**config.mk**
```make
export PLATFORM = sky130hd
export DESIGN_NAME = uart_transmitter
export DESIGN_NICKNAME = d
export VERILOG_FILES = /design/src/rtl/uart_pkg.sv /design/src/rtl/uart_transmitter_piso.sv /design/src/rtl/uart_transmitter.sv
export SDC_FILE = /design/constraint.sdc
export NUM_CORES = 1
export LEC_CHECK = 0
export ABC_AREA = 1
export CORE_ASPECT_RATIO = 0.7
export CORE_MARGIN = 4
export CORE_UTILIZATION = 59
export CTS_CLUSTER_DIAMETER = 50
export DETAILED_ROUTE_END_ITERATION = 8
export PLACE_DENSITY = 0.87
export SKIP_CTS_REPAIR_TIMING = 1
export SLEW_MARGIN = 20
export SYNTH_ARGS = -nofsm -noshare
export SYNTH_HDL_FRONTEND = slang
export SYNTH_SLANG_ARGS = --single-unit
```
**constraint.sdc**
```tcl
create_clock -name clock -period 4.1 [get_ports clock]
set_input_delay 0.82 -clock clock [delete_from_list [all_inputs] [get_ports clock]]
set_output_delay 0.82 -clock clock [all_outputs]
set_load 0.01 [all_outputs]
```
**src/rtl/uart_pkg.sv**
```systemverilog
// Shared definitions for the 20-bit capstone serial link (transmitter side).
// Holds the frame geometry, the line-level start/stop values, the transmitter
// state encoding, the receiver's error code and a frame-building helper.
package uart_pkg;

  localparam int unsigned MSG_W      = 20;
  localparam int unsigned FRAME_BITS = 22;
  localparam int unsigned IDX_W      = 5;

  localparam logic START_BIT = 1'b1;
  localparam logic STOP_BIT  = 1'b0;

  // Error code reported by the paired receiver path.
  localparam logic [4:0] RX_ERR_CODE = 5'h15;

  typedef enum logic [1:0] {
    IDLE  = 2'd0,
    START = 2'd1,
    DATA  = 2'd2,
    STOP  = 2'd3
  } tx_state_t;

  // Wire order from MSB down: start, message MSB-first, stop.
  function automatic logic [FRAME_BITS-1:0] make_frame(input logic [MSG_W-1:0] msg);
    return {START_BIT, msg, STOP_BIT};
  endfunction

endpackage

```
**src/rtl/uart_transmitter_piso.sv**
```systemverilog
// Parallel-in serial-out shift register, the transmit counterpart of the
// receiver's SIPO register. Shifts left, so the MSB leaves the block first.
// Ports:
//   clock, reset : system clock, asynchronous active-high reset (clears to 0)
//   load         : capture data (has priority over en)
//   en           : shift one position toward the MSB, filling with 0
//   data         : parallel load value
//   out          : current MSB (a flop output, so it is registered)
module uart_transmitter_piso #(
  parameter int unsigned WIDTH = 22
) (
  input  logic             clock,
  input  logic             reset,
  input  logic             load,
  input  logic             en,
  input  logic [WIDTH-1:0] data,
  output logic             out
);

  logic [WIDTH-1:0] shreg;

  always_ff @(posedge clock or posedge reset) begin
    if (reset) begin
      shreg <= '0;
    end else if (load) begin
      shreg <= data;
    end else if (en) begin
      shreg <= {shreg[WIDTH-2:0], 1'b0};
    end
  end

  assign out = shreg[WIDTH-1];

endmodule

```
**src/rtl/uart_transmitter.sv**
```systemverilog
// Parallel-to-serial transmitter for the 20-bit serial link. A message taken
// on send && ready goes out as a 22-bit frame (start 1, data MSB-first,
// stop 0) on an idle-low line, each bit held CLKS_PER_BIT clocks.
// Optional feature macro: UART_TX_BUFFER_EN adds a one-entry holding
// register so a second message can be accepted while a frame is in flight.
// Ports:
//   clock, reset : system clock, asynchronous active-high reset
//   send         : transmit request
//   message      : 20-bit payload, sampled only on acceptance
//   ready        : a message can be accepted this cycle
//   serialOut    : registered serial line, idle 0
//   busy         : frame in progress (START through STOP)
//   done         : one-cycle pulse on the last clock of the stop bit
module uart_transmitter
  import uart_pkg::*;
#(
  parameter int unsigned CLKS_PER_BIT = 10
) (
  input  logic             clock,
  input  logic             reset,
  input  logic             send,
  input  logic [MSG_W-1:0] message,
  output logic             ready,
  output logic             serialOut,
  output logic             busy,
  output logic             done
);

  localparam int unsigned TIMER_W = (CLKS_PER_BIT > 1) ? $clog2(CLKS_PER_BIT) : 1;
  localparam logic [TIMER_W-1:0] LAST_TICK     = TIMER_W'(CLKS_PER_BIT - 1);
  localparam logic [TIMER_W-1:0] DONE_TICK     = TIMER_W'(CLKS_PER_BIT - 2);
  localparam logic [IDX_W-1:0]   LAST_DATA_IDX = IDX_W'(MSG_W);

  tx_state_t          state;
  logic [TIMER_W-1:0] bit_timer;
  logic [IDX_W-1:0]   bit_idx;

  logic             accept;
  logic             bit_end;
  logic             last_bit_end;
  logic             next_valid;
  logic             load;
  logic             shift_en;
  logic [MSG_W-1:0] load_msg;

  assign accept       = send & ready;
  assign bit_end      = (bit_timer == LAST_TICK);
  assign last_bit_end = (state == STOP) && bit_end;

`ifdef UART_TX_BUFFER_EN
  logic             full;
  logic [MSG_W-1:0] hold;
  logic             store;

  // A held message always wins the stop-bit slot; ready is low while full,
  // so accept cannot coincide with it.
  assign load_msg   = full ? hold : message;
  assign next_valid = full | accept;
  assign store      = accept & ~load;
`else
  assign load_msg   = message;
  assign next_valid = accept;
`endif

  // Load from IDLE, or chain the next frame straight after the stop bit.
  assign load     = ((state == IDLE) && accept) || (last_bit_end && next_valid);
  assign shift_en = bit_end && ((state == START) || (state == DATA));

  assign busy = (state != IDLE);

  // Frame sequencer: state, bit timer, bit index and handshake outputs.
  always_ff @(posedge clock or posedge reset) begin
    if (reset) begin
      state     <= IDLE;
      bit_timer <= '0;
      bit_idx   <= '0;
      ready     <= 1'b1;
      done      <= 1'b0;
    end else begin
      done <= 1'b0;

      if (state != IDLE) begin
        bit_timer <= bit_end ? '0 : TIMER_W'(bit_timer + 1'b1);
      end

      case (state)
        IDLE: begin
          if (accept) begin
            state     <= START;
            bit_timer <= '0;
            bit_idx   <= '0;
          end
        end
        START: begin
          if (bit_end) begin
            state   <= DATA;
            bit_idx <= IDX_W'(bit_idx + 1'b1);
          end
        end
        DATA: begin
          if (bit_end) begin
            bit_idx <= IDX_W'(bit_idx + 1'b1);
            if (bit_idx == LAST_DATA_IDX) begin
              state <= STOP;
            end
          end
        end
        STOP: begin
          // Registered, so it is raised one tick early to land on the last clock.
          if (bit_timer == DONE_TICK) begin
            done <= 1'b1;
          end
          if (bit_end) begin
            bit_idx <= '0;
            state   <= next_valid ? START : IDLE;
          end
        end
        default: state <= IDLE;
      endcase

`ifdef UART_TX_BUFFER_EN
      if (store) begin
        ready <= 1'b0;
      end else if (last_bit_end) begin
        ready <= 1'b1;
      end
`else
      if (load) begin
        ready <= 1'b0;
      end else if ((state == STOP) && (bit_timer == DONE_TICK)) begin
        ready <= 1'b1;
      end
`endif
    end
  end

`ifdef UART_TX_BUFFER_EN
  // One-entry holding register; its full flag is what ready reflects.
  always_ff @(posedge clock or posedge reset) begin
    if (reset) begin
      full <= 1'b0;
      hold <= '0;
    end else if (store) begin
      full <= 1'b1;
      hold <= message;
    end else if (last_bit_end) begin
      full <= 1'b0;
    end
  end
`endif

  uart_transmitter_piso #(
    .WIDTH(FRAME_BITS)
  ) u_piso (
    .clock(clock),
    .reset(reset),
    .load (load),
    .en   (shift_en),
    .data (make_frame(load_msg)),
    .out  (serialOut)
  );

endmodule
```
Word-level counts from Yosys, hierarchy flattened
Index checks and enable logic that the tools add are counted.
W data, S select, Z words.

cells by class
  add/subtract/negate cells = 2
  eq/ne operators = 12
  multiplexer cells = 21
  bitwise gates (word level) = 1
  reduce and logical (&&, ||, !) cells = 14

operators with widths
  kind                   number
  $mux W22               2
  $mux W4                4
  $mux W5                3
  $pmux W5 S3            1
  $mux W2                5
  $eq A4 B4 Y1 const B   2
  $ne A2 B2 Y1 const B   4
  $pmux W2 S4            1
  $reduce_bool A2 Y1     3
  $add A5 B1 Y5 const B  1
  $eq A5 B5 Y1 const B   1
  $logic_and A1 B1 Y1    5
  $mux W1                5
  $reduce_and A5 Y1      1
  $add A4 B1 Y4 const B  1
  $eq A2 B2 Y1 const B   2
  $ne A2 B1 Y1 const B   2
  $reduce_and A3 Y1      1
  $eq A2 B1 Y1 const B   1
  $logic_not A2 Y1       1
  $logic_or A1 B1 Y1     2
  $reduce_or A2 Y1       1
  $and A1 B1 Y1          1

word-level totals
  logic and storage cells = 56
  bits in registers = 35
  output and inout bits = 4
  bits of input ports = 23

Longest topological paths before layout
  depth after elaboration = 5
  depth in mapped cells = 11
  gate-level depth less buffers = 11

Cells and area by module
Synthesis repeated with hierarchy kept, for this count alone.

unflattened totals
  cell total of the unflattened synthesis = 229
  area total of the unflattened synthesis = 1846.8 sq um

modules (own cells, without submodules)
  module                 instances  cells each  sequential area each (sq um)  area an instance (sq um)
  uart_transmitter_piso  1          120         550.5                         988.4
  uart_transmitter       1          109         326.6                         858.3

Worst setup path before layout
OpenSTA, ideal clock, no wires.

  kind = input port to flip-flop
  from = in send
  to = reg u_piso.shreg[6]
  arrival time = 1.580 ns
  cell stages on the path = 9
  setup time = 0.116 ns
  slack = 2.404 ns
  path through = nand2_1 > inv_1 > nand2_2 > inv_2 > a21oi_1 > buf_2 > nand2_1 > nand2_1 > nand2_1

on the way
  word-level cells in the longest chain between the ends = 4
  elaborated cells on any way between the ends = 6
  classes of those cells = mux (1); bitwise (1); reduce/logical (4)

RTL lines
  what                                            line                         text
  start, declared                                 uart_transmitter.sv:21       input logic send,
  $and A1 B1 Y1 *                                 uart_transmitter.sv:46       assign accept = send & ready;
  $logic_and A1 B1 Y1                             uart_transmitter.sv:66       assign load = ((state == IDLE) && accept) || (last_bit_end && next_valid);
  $logic_or A1 B1 Y1 *                            uart_transmitter.sv:66
  $mux W22 or $reduce_bool A2 Y1 (tied branches)  n/a
  end signal, assigned                            uart_transmitter_piso.sv:26  shreg <= data;
  end signal, assigned                            uart_transmitter_piso.sv:28  shreg <= {shreg[WIDTH-2:0], 1'b0};
  end, declared                                   uart_transmitter_piso.sv:20  logic [WIDTH-1:0] shreg;

Every way passes the cells marked *; elsewhere a longest branch is shown, timed or not.
A chain may end at the register's enable or synchronous reset.

Worst setup path in the final report
  from = reg state[0]
  to = out busy

on the way
  word-level cells in the longest chain between the ends = 1

RTL lines
  what                    line                     text
  start, declared         uart_transmitter.sv:34   tx_state_t state;
  start signal, assigned  uart_transmitter.sv:115  state <= next_valid ? START : IDLE;
  $reduce_bool A2 Y1      uart_transmitter.sv:69   assign busy = (state != IDLE);
  end, declared           uart_transmitter.sv:25   output logic busy,

Every way passes these cells.

==> flow_summary.toml <==
[status]
status = "completed"

[setup_path]
cp.arrival_ns = 1.82
path_max_fanout = 6
rr_worst_depth = 7
critical_path.top_delay_family = "buffers and inverters"
critPathBufInv = 3
reg2reg_from = "state[0]$_DFFE_PP0P_"
end_kind = "primary output"
r2r_slack_ns = 2.31
max_stage_delay_ns = 0.56
crit_path_start_kind = "flip-flop"
path_cells = "inv_1 -> ha_1 -> inv_1 -> clkdlybuf4s50_1"
cpMostUsedCell = "inv_1"
crit_type = "flip-flop to primary output"
crit_path_start = "state[0]$_DFFE_PP0P_"
cp_slowest_cell = "clkdlybuf4s50_1"
path_depth = 4
crit_required_ns = 3.28

[pwr]
p_leak_nw = 1.337
p_total_w = 0.001383
p_comb_share_pct = 40.4
p_switching_w = 0.0005720
clkPwrFrac_pct = 17.2
intPower_w = 0.0008110
pwr-share-seq_pct = 42.4
vdd_ir_drop_max_mv = 0.3042
switching_share_pct = 41.36
power.density_nw_per_um2 = 591.7

[final_layout]
mostFrequentLayoutCell = "nand2_1"
n_fill_cell = 249
layout_common_cells = "142 x nand2_1, 35 x inv_1, 33 x dfrtp_1, 26 x clkdlybuf4s50_1, 12 x nand3_1"
drive_gt1_share_pct = 8.824
nets = 334
diodes = 0
areaGrowthSynthToFinish_pct = 17.41

[place]
place_ws_ns = 1.806
hpwl_um = 2751
numPortBuffers = 26
place.gp.congestion = 0.8507

[floorplan]
die_h_um = 56.60
fp.dieW_um = 77.43
start_util_pct = 62.39
io_pins = 27
std_cell_rows = 17
coreArea_um2 = 3191
dieArea_um2 = 4382

[drt]
wl_met1_um = 1812
post_drt_via_cell_ratio = 4.959
post-route-drc-count = 0
drt-wirelength-per-cell_um = 11.19
dr.max_layer_used = "met4"
dr_wl_met3_um = 232
drtAntennaViolNets = 0
drtPass1Iterations = 4
vias = 1706
first_iter_violations = 97
wl_um = 3851
met2_length_um = 1730

[synth]
synth_warnings = 0
syn_inst = 277
yosysUniqueCellTypes = 24
synth_area_um2 = 1991
synthesis.nets = 306
seq_area_frac_synth_pct = 42.80
ys_ff_latch = 34
syn_area_per_cell_um2 = 7.186

[global_route]
antenna_found_initial = 0
grt_pass1_vias = 1618
grt_max_degree = 35
grt.total_usage_pct = 19.79
grt_overflow_total = 0
grt_pass1_wl_um = 6927

[hold_path]
min_from = "u_piso.shreg[18]$_DFFE_PP0P_"
hp-class = "flip-flop to flip-flop"
holdPathStages = 2

[timing]
max_slew_margin_pct = 72.10
hold_viol_final = 0
setup_viol = 0
holdWs_ns = 0.4838
tightest_slew_ns = 0.4185
rsz0062_at_grt = "false"
setup_slack_ns = 1.461
fin_crit_ns = 2.639
clock.fmax_ghz = 0.3789
fin_setup_tns_ns = 0
maxSlewViolCount = 0
fin_crit_sh_pct = 64.37
skew_ns = 0.008159

[clocking]
ctsLongestPathBuffers = 2
cts_root_buf = "clkbuf_8"
cts_tree = "built"
numCtsBuffers = 5
clock_sinks = 34
insertion_delay_ns = 0.29
path_clk_slew_ns = 0.07
h-tree-depth = 2

[flow_run]
max-cap-violations = 0
==> state kept, by name, indices dropped and copies added, names as in the netlist <==
signal and count:
bit_idx 5, ready 1, done 1, bit_timer 4, state 2, u_piso.shreg 21
==> layout make-up <==
type	instances	area, um2	share of cell area [%]
inverters	39	146.4	6.263
clock inverters	2	10.01	0.4283
clock buffers	6	72.57	3.105
repair buffers	28	275.3	11.78
flip-flops and latches	34	852.1	36.46
well taps	38	47.55	2.034
multi-input cells	197	933.4	39.94
==> logic make-up after synthesis <==
family | count (synthesis) | synth area share (%)
compound gates | 11 | 3.143
xor+xnor | 3 | 1.320
fa+ha+maj | 6 | 3.771
buf+inv | 46 | 10.31
flops | 34 | 42.80
simple gates | 177 | 38.66
==> worst register-to-register path: stages, from the launching register on <==
cell and delay, ns:
dfrtp_1 0.42, inv_1 0.10, ha_1 0.38, inv_1 0.15
nor2_8 0.34, nor2_8 0.14, nand2_1 0.08, nand2_1 0.06
==> synthesized netlist by cell type <==
cell type,instances,area [um2]
dfstp_2,1,26.28
buf_2,2,10.01
o32ai_1,1,8.760
o21ai_0,4,20.02
nand2_1,142,533.0
or2_2,1,6.260
nor2_4,2,22.52
a21oi_2,1,8.760
dfrtp_1,33,825.8
nand3_1,12,60.06
nand2_4,3,33.78
nor2_1,8,30.03
ha_1,6,75.07
inv_1,35,131.4
nor2_8,2,40.04
nor2_2,3,18.77
a21oi_1,3,15.01
xor2_1,3,26.28
nand2_2,1,6.260
buf_4,2,15.01
o21ai_1,2,10.01
nand4_1,3,18.77
inv_2,4,15.01
buf_6,3,33.78
==> power groups by stage <==
stage / registers [W] / logic (W) / clock network, W
finish: 0.000586 / 0.000558 / 0.000239
global route: 0.000604 / 0.000642 / 0.000260
CTS: 0.000583 / 0.000562 / 0.000247
detailed placement: 0.000587 / 0.000557 / 0
global placement: 0.000581 / 0.000538 / 0
floorplan: 0.000564 / 0.000430 / 0
==> path summary, 6_finish.rpt <==
| check | to |
|---|---|
| worst max-delay path | busy |
| worst min-delay path | u_piso.shreg[18]$_DFFE_PP0P_ |
| worst max register to register | u_piso.shreg[2]$_DFFE_PP0P_ |
| worst min register to register | u_piso.shreg[18]$_DFFE_PP0P_ |
| max in group asynchronous | ready$_DFFE_PP1P_ |
| min in group asynchronous | u_piso.shreg[3]$_DFFE_PP0P_ |
==> routing by layer <==
layer	GRT usage, %	up-vias
met2	31.61	50
met4	9.137	0
li1	-	879
met5	0	-
met1	26.15	769
met3	3.686	8
==> per-stage QoR <==
step	utilization, %	instance area, um2	std cells
6_report	73.25	2337	344
3_5_place_dp	70.67	2255	336
2_1_floorplan	-	1991	277
4_1_cts	73.25	2337	344
5_1_grt	73.25	2337	344
3_3_place_gp	70.67	2255	336
Note: power is estimated with default switching activity, not from simulation.
